[src/rtl/led_pkg.sv]
// Shared definitions for the LED mode sequencer: mode encodings, entry
// patterns and the counter width helper.
package led_pkg;

    localparam int unsigned MODE_W = 2;
    localparam int unsigned RUN_W  = 3;

    typedef enum logic [MODE_W-1:0] {
        MODE_OFF   = 2'd0,
        MODE_FLASH = 2'd1,
        MODE_RUN   = 2'd2,
        MODE_ALL   = 2'd3
    } mode_e;

    localparam logic [RUN_W-1:0] RUN_INIT = 3'b001;
    localparam logic [RUN_W-1:0] RUN_FULL = 3'b111;

    // Pattern register payload driven onto the LED bank
    typedef struct packed {
        logic             flash;
        logic [RUN_W-1:0] run;
    } led_pat_t;

    // Bits needed to count 0..n-1, never less than one
    function automatic int unsigned cnt_width(input int unsigned n);
        return (n <= 1) ? 1 : $clog2(n);
    endfunction

    function automatic mode_e next_mode(input mode_e m);
        mode_e nm;
        case (m)
            MODE_OFF:   nm = MODE_FLASH;
            MODE_FLASH: nm = MODE_RUN;
            MODE_RUN:   nm = MODE_ALL;
            default:    nm = MODE_OFF;
        endcase
        return nm;
    endfunction

    function automatic led_pat_t entry_pattern(input mode_e m);
        led_pat_t p;
        p = '0;
        case (m)
            MODE_FLASH: p.flash = 1'b1;
            MODE_RUN:   p.run   = RUN_INIT;
            MODE_ALL: begin
                p.flash = 1'b1;
                p.run   = RUN_FULL;
            end
            default: ;
        endcase
        return p;
    endfunction

endpackage

[src/rtl/led_tick_gen.sv]
// Shared prescaler: emits a one-cycle TICK every TICK_DIV unheld cycles,
// restartable from zero by clr.
module led_tick_gen
    import led_pkg::*;
#(
    parameter int unsigned TICK_DIV = 12_500_000
) (
    input  logic CLK,
    input  logic RST,
    input  logic clr,
    input  logic hold,
    output logic TICK
);

    localparam int unsigned       CNT_W   = cnt_width(TICK_DIV);
    localparam logic [CNT_W-1:0]  CNT_MAX = CNT_W'(TICK_DIV - 1);

    logic [CNT_W-1:0] count;

    // clr wins over hold so a mode change always starts a full period
    always_ff @(posedge CLK) begin
        if (RST) begin
            count <= '0;
            TICK  <= 1'b0;
        end else if (clr) begin
            count <= '0;
            TICK  <= 1'b0;
        end else if (hold) begin
            TICK  <= 1'b0;
        end else if (count == CNT_MAX) begin
            count <= '0;
            TICK  <= 1'b1;
        end else begin
            count <= count + CNT_W'(1);
            TICK  <= 1'b0;
        end
    end

endmodule

[src/rtl/led_pattern_ctrl.sv]
// LED bank mode sequencer: OFF -> FLASH -> RUN -> ALL, advanced by key
// or by dwell expiry, stepping patterns on the shared tick.
module led_pattern_ctrl
    import led_pkg::*;
#(
    parameter int unsigned TICK_DIV    = 12_500_000,
    parameter int unsigned DWELL_TICKS = 16,
    parameter bit          AUTO_EN     = 1'b1
) (
    input  logic             CLK,
    input  logic             RST,
    input  logic             KEY_NEXT,
    input  logic             HOLD,
    output logic             FLASH_LED,
    output logic [RUN_W-1:0] RUN_LED,
    output logic [MODE_W-1:0] MODE,
    output logic             TICK
);

    localparam int unsigned        DWELL_W   = cnt_width(DWELL_TICKS);
    localparam logic [DWELL_W-1:0] DWELL_MAX = DWELL_W'(DWELL_TICKS - 1);

    mode_e              mode_q, mode_d;
    led_pat_t           pat_q, pat_d;
    logic [DWELL_W-1:0] dwell_q, dwell_d;
    logic               step_c;
    logic               expiry_c;
    logic               advance_c;

    led_tick_gen #(
        .TICK_DIV(TICK_DIV)
    ) u_tick_gen (
        .CLK  (CLK),
        .RST  (RST),
        .clr  (advance_c),
        .hold (HOLD),
        .TICK (TICK)
    );

    always_ff @(posedge CLK) begin
        if (RST) begin
            mode_q  <= MODE_OFF;
            pat_q   <= '0;
            dwell_q <= '0;
        end else begin
            mode_q  <= mode_d;
            pat_q   <= pat_d;
            dwell_q <= dwell_d;
        end
    end

    // An advancing tick loads the entry pattern instead of stepping
    always_comb begin
        mode_d    = mode_q;
        pat_d     = pat_q;
        dwell_d   = dwell_q;
        step_c    = TICK && !HOLD;
        expiry_c  = AUTO_EN && step_c && (dwell_q == DWELL_MAX);
        advance_c = KEY_NEXT || expiry_c;

        if (advance_c) begin
            mode_d  = next_mode(mode_q);
            pat_d   = entry_pattern(next_mode(mode_q));
            dwell_d = '0;
        end else if (step_c) begin
            if (dwell_q != DWELL_MAX) begin
                dwell_d = dwell_q + DWELL_W'(1);
            end
            case (mode_q)
                MODE_FLASH: pat_d.flash = ~pat_q.flash;
                MODE_RUN:   pat_d.run   = {pat_q.run[RUN_W-2:0], pat_q.run[RUN_W-1]};
                default: ;
            endcase
        end
    end

    assign MODE      = mode_q;
    assign FLASH_LED = pat_q.flash;
    assign RUN_LED   = pat_q.run;

endmodule

[config.mk]
export PLATFORM = sky130hd
export DESIGN_NAME = led_pattern_ctrl
export DESIGN_NICKNAME = d
export VERILOG_FILES = /design/src/rtl/led_pkg.sv /design/src/rtl/led_tick_gen.sv /design/src/rtl/led_pattern_ctrl.sv
export SDC_FILE = /design/constraint.sdc
export NUM_CORES = 1
export LEC_CHECK = 0
export ABC_AREA = 1
export CAP_MARGIN = 10
export CORE_MARGIN = 5
export CORE_UTILIZATION = 46
export DETAILED_ROUTE_END_ITERATION = 8
export HOLD_SLACK_MARGIN = 0.12
export PLACE_DENSITY = 0.68
export SLEW_MARGIN = 20
export SYNTH_ARGS = -nofsm -noshare
export SYNTH_HDL_FRONTEND = slang
export SYNTH_SLANG_ARGS = --single-unit
[constraint.sdc]
create_clock -name CLK -period 3.2 [get_ports CLK]
set_input_delay 0.96 -clock CLK [delete_from_list [all_inputs] [get_ports CLK]]
set_output_delay 0.96 -clock CLK [all_outputs]
set_load 0.005 [all_outputs]
## Yosys cells after proc, flatten, opt, wreduce, memory -nomap -nowiden

Index checks and enable logic that the tools add are counted.

| storage, ports and cells | value |
|---|---|
| register bits | 35 |
| output and inout port bits | 7 |
| word-level logic and storage cells | 41 |
| input port bits | 4 |

| cells by class | value |
|---|---|
| add/subtract/negate cells | 2 |
| reduce and logical (&&, ||, !) cells | 14 |
| bitwise logic cells | 1 |
| muxes and demuxes | 10 |
| equality and inequality tests | 8 |

Operators with widths:

| operator | count |
|---|---|
| adder 24 x 1 -> 24 bit, second input constant | 1 |
| equality test 24 bit, second input constant | 1 |
| 2-to-1 mux 24 bit | 1 |
| 2-to-1 mux 4 bit | 2 |
| equality test 2 bit, second input constant | 3 |
| one-hot mux 2 bit (3 select lines) | 1 |
| one-hot mux 3 bit (2 select lines) | 1 |
| AND reduction 2 bit | 3 |
| nonzero test 2 bit | 3 |
| adder 4 x 1 -> 4 bit, second input constant | 1 |
| equality test 2 x 1 -> 1 bit, second input constant | 2 |
| equality test 4 bit, second input constant | 1 |
| != test 4 bit, second input constant | 1 |
| OR reduction 2 bit | 2 |
| 2-to-1 mux 1 bit | 3 |
| 2-to-1 mux 3 bit | 1 |
| OR reduction 3 bit | 1 |
| logical AND 1 bit | 2 |
| logical NOT 2 bit | 1 |
| 2-to-1 mux 2 bit | 1 |
| logical NOT 1 bit | 1 |
| logical OR 1 bit | 1 |
| NOT 1 bit | 1 |

## Longest topological paths before layout

Gate-level depths: netlist of run 1.

| logic depth | value |
|---|---|
| depth after elaboration | 9 |
| depth in mapped cells | 10 |
| gate-level depth less buffers | 9 |

## Cells and area by module

From an unflattened synthesis of run 1, not the netlist that was laid out.

| unflattened totals | value |
|---|---|
| cell total of the unflattened synthesis | 297 |
| area, all modules | 1990.7 µm² |

Modules (own cells, without submodules):

| module | area each (µm²) | cells an instance | instances |
|---|---|---|---|
| led_tick_gen | 1375.1 | 210 | 1 |
| led_pattern_ctrl | 615.6 | 87 | 1 |

## Least setup slack after synthesis of run 1

OpenSTA, ideal clock, no wires.

| timing | value |
|---|---|
| path kind | input -> register |
| from | input HOLD |
| to | register u_tick_gen.count[5] |
| path buffers | 2 |
| required time | 3.083 ns |
| arrival | 1.772 ns |
| stages | 10 |
| slack | 1.311 ns |
| cells stage by stage | buf_6 > nor2_1 > nand2_1 > nor2_1 > nand2_1 > nor2_2 > nor2_4 > inv_2 > buf_6 > nor2_1 |

| on the way | value |
|---|---|
| longest elaborated chain between the ends | 5 |

Ends and longest elaborated chain:

| what | line | source |
|---|---|---|
| start, declared | led_pattern_ctrl.sv:13 | `input logic HOLD,` |
| logical NOT 1 bit | led_pattern_ctrl.sv:57 | `step_c = TICK && !HOLD;` |
| logical AND 1 bit | led_pattern_ctrl.sv:57 |  |
| logical AND 1 bit | led_pattern_ctrl.sv:58 | `expiry_c = AUTO_EN && step_c && (dwell_q == DWELL_MAX);` |
| logical OR 1 bit | led_pattern_ctrl.sv:59 | `advance_c = KEY_NEXT \|\| expiry_c;` |
| OR reduction 2 bit (no line) | - |  |
| end signal, assigned | led_tick_gen.sv:34 | `count <= count + CNT_W'(1);` |
| end, declared | led_tick_gen.sv:18 | `logic [CNT_W-1:0] count;` |

Parallel ways exist; a longest one is shown, timed or not.
A chain may end at the register's enable or synchronous reset.

## Worst setup path in the final report of run 1

| timing | value |
|---|---|
| from | input HOLD |
| to | register u_tick_gen.count[23] |

Same word-level chain as after synthesis.

==> results of run 1 <==
==> layer usage <==
layer | part of all wire | vias up
li1 | - | 909
met1 | 0.50 | 750
met2 | 0.45 | 18
met3 | 0.039 | 4
met4 | 0.0094 | 0
met5 | 0 | -
==> final timing paths <==
check,from,depth (start not counted),end
worst max-delay path,HOLD,9,u_tick_gen.count[23]
worst min-delay path,RUN_LED[1],2,RUN_LED[2]
worst max register to register,u_tick_gen.count[1],8,u_tick_gen.count[19]
worst min register to register,RUN_LED[1],2,RUN_LED[2]
==> tightest hold or removal path: cells and delay by family, from the launching register on <==
family	cells	cell delay, ns
flops	1	0.32
simple gates	1	0.06
compound gates	1	0.05
==> per-stage QoR <==
step	hold WS (ns)	power, mW	cells	util	setup slack (ns)
after CTS	0.4843	0.8141	346	0.5299	0.7627
final	0.4778	0.8037	346	0.5299	0.7586
after detailed placement	0.4746	0.5120	338	0.5095	0.4753
after global placement	0.4754	0.5115	338	0.5095	0.5411
after floorplan	0.4621	0.4937	281	-	1.311
after global routing	0.5232	0.8382	346	0.5299	0.6017
==> state kept, by name, summed over array words and instances, names as in the netlist <==
register / cells
u_tick_gen.count: 24
u_tick_gen.TICK: 1
dwell_q: 4
FLASH_LED: 1
MODE: 2
RUN_LED: 3
==> Yosys cell counts, drive strengths merged <==
master and n:
a21oi 11, xnor2 4, nand3 18, nand2 74
buf 3, o22ai 2, o21ai 9, mux2i 1
nor2 60, a211oi 2, dfxtp 35, or2 1
xor2 5, nand4 6, o21bai 1, o31ai 1
inv 36, and2 1, ha 6, nor3 5
==> logic make-up after synthesis <==
family                   after synthesis  synth area share
XOR/XNOR                               9           0.04142
buffers and inverters                 39           0.08678
multiplexers                           1          0.005260
adder cells (fa/ha/maj)                6           0.03945
flip-flops                            35            0.3682
AND/OR/NAND/NOR                      165            0.3840
AO/OA/AOI/OAI                         26           0.07495
==> cell usage in the layout, fill, tap and decap left out, drive strengths merged <==
| cell type | instances |
|---|---|
| nor3 | 5 |
| inv | 36 |
| xnor2 | 4 |
| o21ai | 9 |
| and2 | 1 |
| mux2i | 1 |
| clkbuf | 7 |
| clkdlybuf4s50 | 10 |
| o21bai | 1 |
| nand3 | 18 |
| clkinv | 1 |
| dfxtp | 35 |
| xor2 | 5 |
| o22ai | 2 |
| ha | 6 |
| a211oi | 2 |
| o31ai | 1 |
| nor2 | 60 |
| nand4 | 6 |
| a21oi | 11 |
| or2 | 1 |
| nand2 | 74 |
==> cell type report <==
class	count	area, um2
inverter	36	137.6
fill	409	1881
sequential	35	700.7
multi-input combinational	207	1037
clock inverter	1	5.005
tap	50	62.56
timing repair buffer	10	100.1
clock buffer	7	76.32
==> power by group <==
part	total [mW]	internal (mW)	switching, mW
clock network	0.302	0.153	0.149
logic	0.0541	0.0231	0.0311
registers	0.448	0.442	0.00544
total	0.804	0.618	0.186
==> results.md, run 1 <==
* Run status: finished, final reports clean
* Layout area overhead at 11.37%
* Fin crit share at 0.7629
* CP max stage cell: clkdlybuf4s50_1
* Sequential fraction of the synthesis area at 0.3682
* Post-Synthesis Cells at 281
* Most frequent CP cell: nand2_4
* Crit path largest cell delay at 0.73 ns
* GRT Total Usage at 0.1594
* Global Route met2 Usage at 0.2539
* Post-synth cell types at 26
* Syn nets at 291
* Worst-Skew Late Latency at 0.28 ns
* H-tree depth at 2
* Max_slew headroom at 0.7164
* Max-Cap Viols at 0
* Starting density of the core at 0.4758
* RSZ-0062 raised after global routing: false
* Worst slew pin tran at 0.4241 ns
* CP max FO at 16
* Setup TNS Final at 0 ns
* Syn. warnings at 0
* CP endpoint kind: flop
* Max frequency at 409.6 MHz
* Post-CTS Setup Inserts at 0
* Antenna Cells at 0
* Hold Vio Cnt, Final at 0
* CTS tree: done
* Die W at 74.32 um
* Antenna violations before repair at 0
* Yosys reg bits at 35
* Drt initial violations at 103
* Clock Skew at 0.005664 ns
* Mean Syn Cell Area at 6.773 um2
* Die H at 74.32 um
* Resize count post-CTS at 0
* Port-buffer cells at 10
* Mapped Area at 1903 um2
* WL/cell at 11.08 um
* Post-synth top area share at 0.3682
* Biggest area consumer among synthesized cells: dfxtp_1
* Crit path required time at 3.42 ns
* Share of cells above drive strength 1 at 0.06757
* # clock sinks at 35
* GP Congestion at 0.8485
* Critical Path AT at 2.66 ns
* Via total after detailed routing at 1681
* Critical path, cell by cell: clkdlybuf4s50_1, inv_4, nand2_4, nand2_4, nand2_4, nand2_4, nor2_4, inv_2, nor2_2
* Cts bufs inserted at 5
* Layer with the highest usage: met2
* Initial DRT Pass Iterations at 5
* Vias in the first global route at 1563
* DRC violations left at 0
* Core box area at 4000 um2
* M1 GR Usage at 0.2145
* Top cell family by delay on the critical path: buffers and inverters
* Hold buffers post-CTS at 0
* Startpoint Class: primary input
* CTS Buffer Depth at 2
* Top cells by area, synth: dfxtp_1, nand2_1, nor2_1
* Dpl hpwl at 2914 um
* Pin count of the biggest net entering global routing at 17
* Wirelength, routed at 3833 um
* First-pass GRT wire length at 6934 um
* Nets at 305
* Hold Crit Class: flop to flop
* Die Area at 5523 um2
* Final instance area at 2120 um2
* Post-route ant nets at 0
* DR vias/cell at 4.858
* Met3 Usage GRT at 0.04189
* Clock root cell: clkbuf_8
* Final Setup Violations at 0
* CP Buf/Inv Count at 3
* Number of cell rows at 23
* IO Count at 11
* P_leak at 0.8354 nW
* Min Tclk post-route at 2.441 ns
* GRT overflow at 0
* Worst-path clk slew at 0.06 ns
* Cell Area, Placed at 2038 um2
* R2R setup slack at 1.48 ns
* Final Slew Violations at 0
* CP Class: primary input to flop
* Pwr dens at 379.2 nW/um2
* Max VDD drop at 0.2500 mV
Note: power is estimated with default switching activity, not from simulation.
==> inputs of run 2 (changes only) <==
--- a/config.mk
+++ b/config.mk
@@ -11,7 +11,7 @@
 export CORE_UTILIZATION = 46
 export DETAILED_ROUTE_END_ITERATION = 8
 export HOLD_SLACK_MARGIN = 0.12
-export PLACE_DENSITY = 0.68
+export PLACE_DENSITY = 0.71
 export SLEW_MARGIN = 20
 export SYNTH_ARGS = -nofsm -noshare
 export SYNTH_HDL_FRONTEND = slang
==> constraint.sdc (replaced) <==
create_clock -name CLK -period 2.1 [get_ports CLK]
set_input_delay 0.63 -clock CLK [delete_from_list [all_inputs] [get_ports CLK]]
set_output_delay 0.63 -clock CLK [all_outputs]
set_load 0.005 [all_outputs]
==> results.md, run 2 (same netlist as run 1, synthesis figures left out) <==
* Run status: finished, final reports clean
* Cts bufs inserted at 5
* Top layer in use: met4
* First-pass GRT wire length at 7224 um
* Most flops, register: u_tick_gen.count
* Cell Area, Placed at 2121 um2
* DRC violations left at 0
* Hold_sp: RUN_LED[1]
* Dpl hpwl at 3059 um
* Startpoint Class: primary input
* Min-Delay Path Depth at 2
* Via total after detailed routing at 1746
* Drt initial violations at 93
* Final Setup Violations at 0
* Nets at 316
* Clock Skew at 0.002788 ns
* Clock root cell: clkbuf_8
* Final Slew Violations at 0
* Final instance area at 2238 um2
* Layout area overhead at 17.62%
* GRT overflow at 0
* Worst-Skew Late Latency at 0.29 ns
* Max VDD drop at 0.3602 mV
* Pre-CTS setup slack at -0.03066 ns
* CP max FO at 12
* Antenna Cells at 0
* RSZ-0062 raised after global routing: false
* Met2 WL post-DR at 1866 um
* Resize count post-CTS at 0
* Min Tclk post-route at 1.840 ns
* Crit path required time at 2.28 ns
* GRT Total Usage at 0.1698
* Met3 WL post-DR at 149 um
* CP endpoint kind: flop
* Most common cell after layout, fill and taps aside: nand2_1
* Reg2reg start: u_tick_gen.count[0]
* Max frequency at 543.4 MHz
* Hold Vio Cnt, Final at 0
* Hold Crit Class: flop to flop
* CP max stage cell: clkdlybuf4s50_1
* P_leak at 0.9060 nW
* Hold buffers post-CTS at 0
* Pwr dens at 629.7 nW/um2
* WL/cell at 11.41 um
* H-tree depth at 2
* Vias in the first global route at 1617
* Die W at 74.32 um
* Post-CTS Setup Inserts at 0
* Hold Path Sink: RUN_LED[2]
* CP Class: primary input to flop
* Most frequent CP cell: nor2_1
* Antenna violations before repair at 0
* Max-Cap Viols at 0
* Pin count of the biggest net entering global routing at 13
* Initial DRT Pass Iterations at 4
* GP Congestion at 0.8312
* Max_slew headroom at 0.7848
* Post-route ant nets at 0
* Wirelength, routed at 4073 um
* Final Non-Filler Cells at 357
* R2R setup slack at 0.41 ns
* Setup TNS Final at 0 ns
* FF-to-FF path depth at 8
* IO Count at 11
* Number of cell rows at 23
* Fin crit share at 0.8763
* Starting density of the core at 0.4758
* Core box area at 4000 um2
* Met1 WL at 1984 um
* Worst slew pin tran at 0.3216 ns
* CTS tree: done
* Worst-path clk slew at 0.07 ns
* Die Area at 5523 um2
* # clock sinks at 35
* Max FFs per register at 24
* CTS Buffer Depth at 2
* Critical path, cell by cell: clkdlybuf4s50_1, nor2_1, nand2_1, nor2_1, nand2_1, nor2_2, nor2_4, inv_2, nor2_1
* Die H at 74.32 um
* Most frequent cells in the layout: nand2_1, nor2_1, dfxtp_1
* Port-buffer cells at 10
* RR Endpoint: u_tick_gen.count[19]
* Dpl cells at 349
* Critical Path AT at 2.02 ns
* Share of cells above drive strength 1 at 0.1075
* Setup slack after layout at 0.2599 ns
* Crit path largest cell delay at 0.52 ns
* DR vias/cell at 4.891
* Core Util, Final at 0.5596
[run 2: per-layer routing]
layer	up-vias	track usage
met1	782	0.2219
met5	-	0
met2	24	0.2687
met3	8	0.04054
met4	0	0.07115
li1	932	-
[run 2: worst max-delay path, delay by kind of cell]
family,cells,cell delay [ns]
buf+inv,2,0.72
simple gates,7,0.67
[run 2: cell type report]
| type | instances | area, um2 |
|---|---|---|
| Fill cell | 399 | 1762 |
| Multi-Input combinational cell | 207 | 1037 |
| Sequential cell | 35 | 700.7 |
| Timing Repair Buffer | 21 | 182.7 |
| Inverter | 36 | 137.6 |
| Clock buffer | 6 | 82.58 |
| Tap cell | 50 | 62.56 |
| Clock inverter | 2 | 35.03 |
[run 2: how the worst max path moves through the flow]
stage             from  slack [ns]              endpoint
2_1_floorplan     HOLD        0.54   u_tick_gen.count[5]
4_1_cts        MODE[1]        0.26               MODE[1]
3_3_place_gp      HOLD      -0.005  u_tick_gen.count[14]
5_1_grt           HOLD        0.09  u_tick_gen.count[17]
3_5_place_dp      HOLD       -0.03  u_tick_gen.count[17]
6_report          HOLD        0.26  u_tick_gen.count[19]
[run 2: power by group]
part | total [mW] | internal, mW | switching (mW)
registers | 0.682 | 0.674 | 0.00809
clock network | 0.636 | 0.384 | 0.251
logic | 0.0921 | 0.0428 | 0.0493
total | 1.41 | 1.10 | 0.309
[run 2: stage by stage]
stage | hold WS [ns] | total power, mW
2_1_floorplan | 0.4621 | 0.7522
3_3_place_gp | 0.4670 | 0.7890
3_5_place_dp | 0.4682 | 0.7900
4_1_cts | 0.4797 | 1.425
5_1_grt | 0.5030 | 1.471
6_report | 0.4814 | 1.409
==> inputs of run 3 (changes only) <==
--- a/config.mk
+++ b/config.mk
@@ -7,11 +7,12 @@
 export LEC_CHECK = 0
 export ABC_AREA = 1
 export CAP_MARGIN = 10
+export CORE_ASPECT_RATIO = 1.5
 export CORE_MARGIN = 5
-export CORE_UTILIZATION = 46
+export CORE_UTILIZATION = 53
 export DETAILED_ROUTE_END_ITERATION = 8
 export HOLD_SLACK_MARGIN = 0.12
-export PLACE_DENSITY = 0.71
+export PLACE_DENSITY = 0.79
 export SLEW_MARGIN = 20
 export SYNTH_ARGS = -nofsm -noshare
 export SYNTH_HDL_FRONTEND = slang
==> results.md, run 3 (same netlist as run 1, synthesis figures left out) <==
* Dpl cells at 343
* Hold Path Sink: RUN_LED[1]
* Antenna violations before repair at 0
* Filler cell count at 338
* Reg2reg start: u_tick_gen.count[0]
* Clock root cell: clkbuf_8
* FF-to-FF path depth at 8
* P_leak at 0.9181 nW
* Most common cell after layout, fill and taps aside: nand2_1
* RR Endpoint: u_tick_gen.count[10]
* H-tree depth at 2
* DRC violations left at 0
* Multi-input gate area at 1037 um2
* Max VDD drop at 0.5480 mV
* Pin count of the biggest net entering global routing at 13
* Initial DRT Pass Iterations at 4
* Worst-path clk slew at 0.07 ns
* Die Area at 4914 um2
* Antenna Cells at 0
* Number of cell rows at 26
* Worst slew pin tran at 0.3020 ns
* Final Setup Violations at 0
* Hold Crit Class: flop to flop
* CP endpoint kind: flop
* Die H at 83.39 um
* Setup slack after layout at 0.2314 ns
* Setup TNS Final at 0 ns
* Pwr dens at 663.8 nW/um2
* Hold Vio Cnt, Final at 0
* Worst-Skew Late Latency at 0.29 ns
* DR vias/cell at 5.103
* GRT overflow at 0
* Hold_sp: RUN_LED[0]
* Max FFs per register at 24
* Vias in the first global route at 1741
* Port-buffer cells at 10
* Sequential Area at 700.7 um2
* Critical Path AT at 2.10 ns
* CTS tree: done
* CP max FO at 5
* Layout area overhead at 18.87%
* Min Hold Slack at 0.4791 ns
* Final instance area at 2262 um2
* Max_slew headroom at 0.7979
* Final Slew Violations at 0
* Min Tclk post-route at 1.869 ns
* CP Class: primary input to flop
* Run status: finished, final reports clean
* # clock sinks at 35
* Max-Cap Viols at 0
* Resize count post-CTS at 0
* Die W at 58.93 um
* R2R setup slack at 0.45 ns
* CTS Buffer Depth at 2
* Startpoint Class: primary input
* Final Non-Filler Cells at 351
* Share of cells above drive strength 1 at 0.1133
* Cts bufs inserted at 5
* Via total after detailed routing at 1791
* Hold buffers post-CTS at 0
* WL/cell at 11.39 um
* Core box area at 3448 um2
* Min-Delay Path Depth at 2
* Dpl hpwl at 3100 um
* Pre-CTS setup slack at -0.07812 ns
* Starting density of the core at 0.5519
* Drt initial violations at 54
* RSZ-0062 raised after global routing: false
* Most flops, register: u_tick_gen.count
* Crit path required time at 2.33 ns
* Wirelength, routed at 3998 um
* Most frequent cells in the layout: nand2_1, nor2_1, dfxtp_1
* GP Congestion at 0.8650
* Post-route ant nets at 0
* Post-CTS Setup Inserts at 0
* Cell Area, Placed at 2126 um2
* Clock Skew at 0.005252 ns
* Max frequency at 535.2 MHz
* Fin crit share at 0.8898
* Nets at 318
* First-pass GRT wire length at 7479 um
* GRT Total Usage at 0.1930
* IO Count at 11
==> run 3: cell count changes in the layout (fill, tap and decap cells not counted), sizes merged <==
cell,previous run,this run
buf,11,13
bufinv,1,2
clkbuf,6,5
clkinv,1,0
clkinvlp,0,1
==> run 3: how the worst max path moves through the flow <==
stage	startpoint	to	slack (ns)	depth (start not counted)
2_1_floorplan	HOLD	u_tick_gen.count[5]	0.54	10
5_1_grt	HOLD	u_tick_gen.count[16]	0.10	10
4_1_cts	HOLD	u_tick_gen.count[19]	0.23	9
6_report	HOLD	u_tick_gen.count[22]	0.23	9
3_3_place_gp	HOLD	u_tick_gen.count[19]	-0.07	9
3_5_place_dp	HOLD	u_tick_gen.count[19]	-0.08	9
==> run 3: metal layers <==
layer  wire length, um  global-route usage
met1              1648              0.2015
met2              2131              0.3481
met3               125             0.05435
met4                93             0.07423
met5                 0                   0
==> run 3: final cells by class <==
class / count / area share
multi-input cells: 207 / 0.4585
flip-flops and latches: 35 / 0.3097
repair buffers: 23 / 0.08739
inverters: 36 / 0.06084
clock buffers: 5 / 0.03042
clock inverters: 3 / 0.02987
well taps: 42 / 0.02323
==> run 3: worst max-delay path, cell delays in order <==
cell and delay, ns:
clkdlybuf4s50_1 0.52, buf_4 0.20, nor2_1 0.10, nand2_1 0.05, nor2_1 0.24, nand3_1 0.15, nand2_1 0.08, nand2_1 0.05
nor2_1 0.07
==> run 3: where the power goes <==
part | leakage [nW] | switching (mW) | internal (mW)
combinational | 0.571 | 0.0494 | 0.0440
sequential | 0.283 | 0.00834 | 0.674
clock | 0.0644 | 0.253 | 0.473
total | 0.918 | 0.310 | 1.19
==> run 3: metrics by stage <==
step                  util  total power [mW]
finish              0.6560             1.502
global route        0.6560             1.560
CTS                 0.6560             1.513
detailed placement  0.6165            0.7919
global placement    0.6165            0.7899
floorplan                -            0.7522
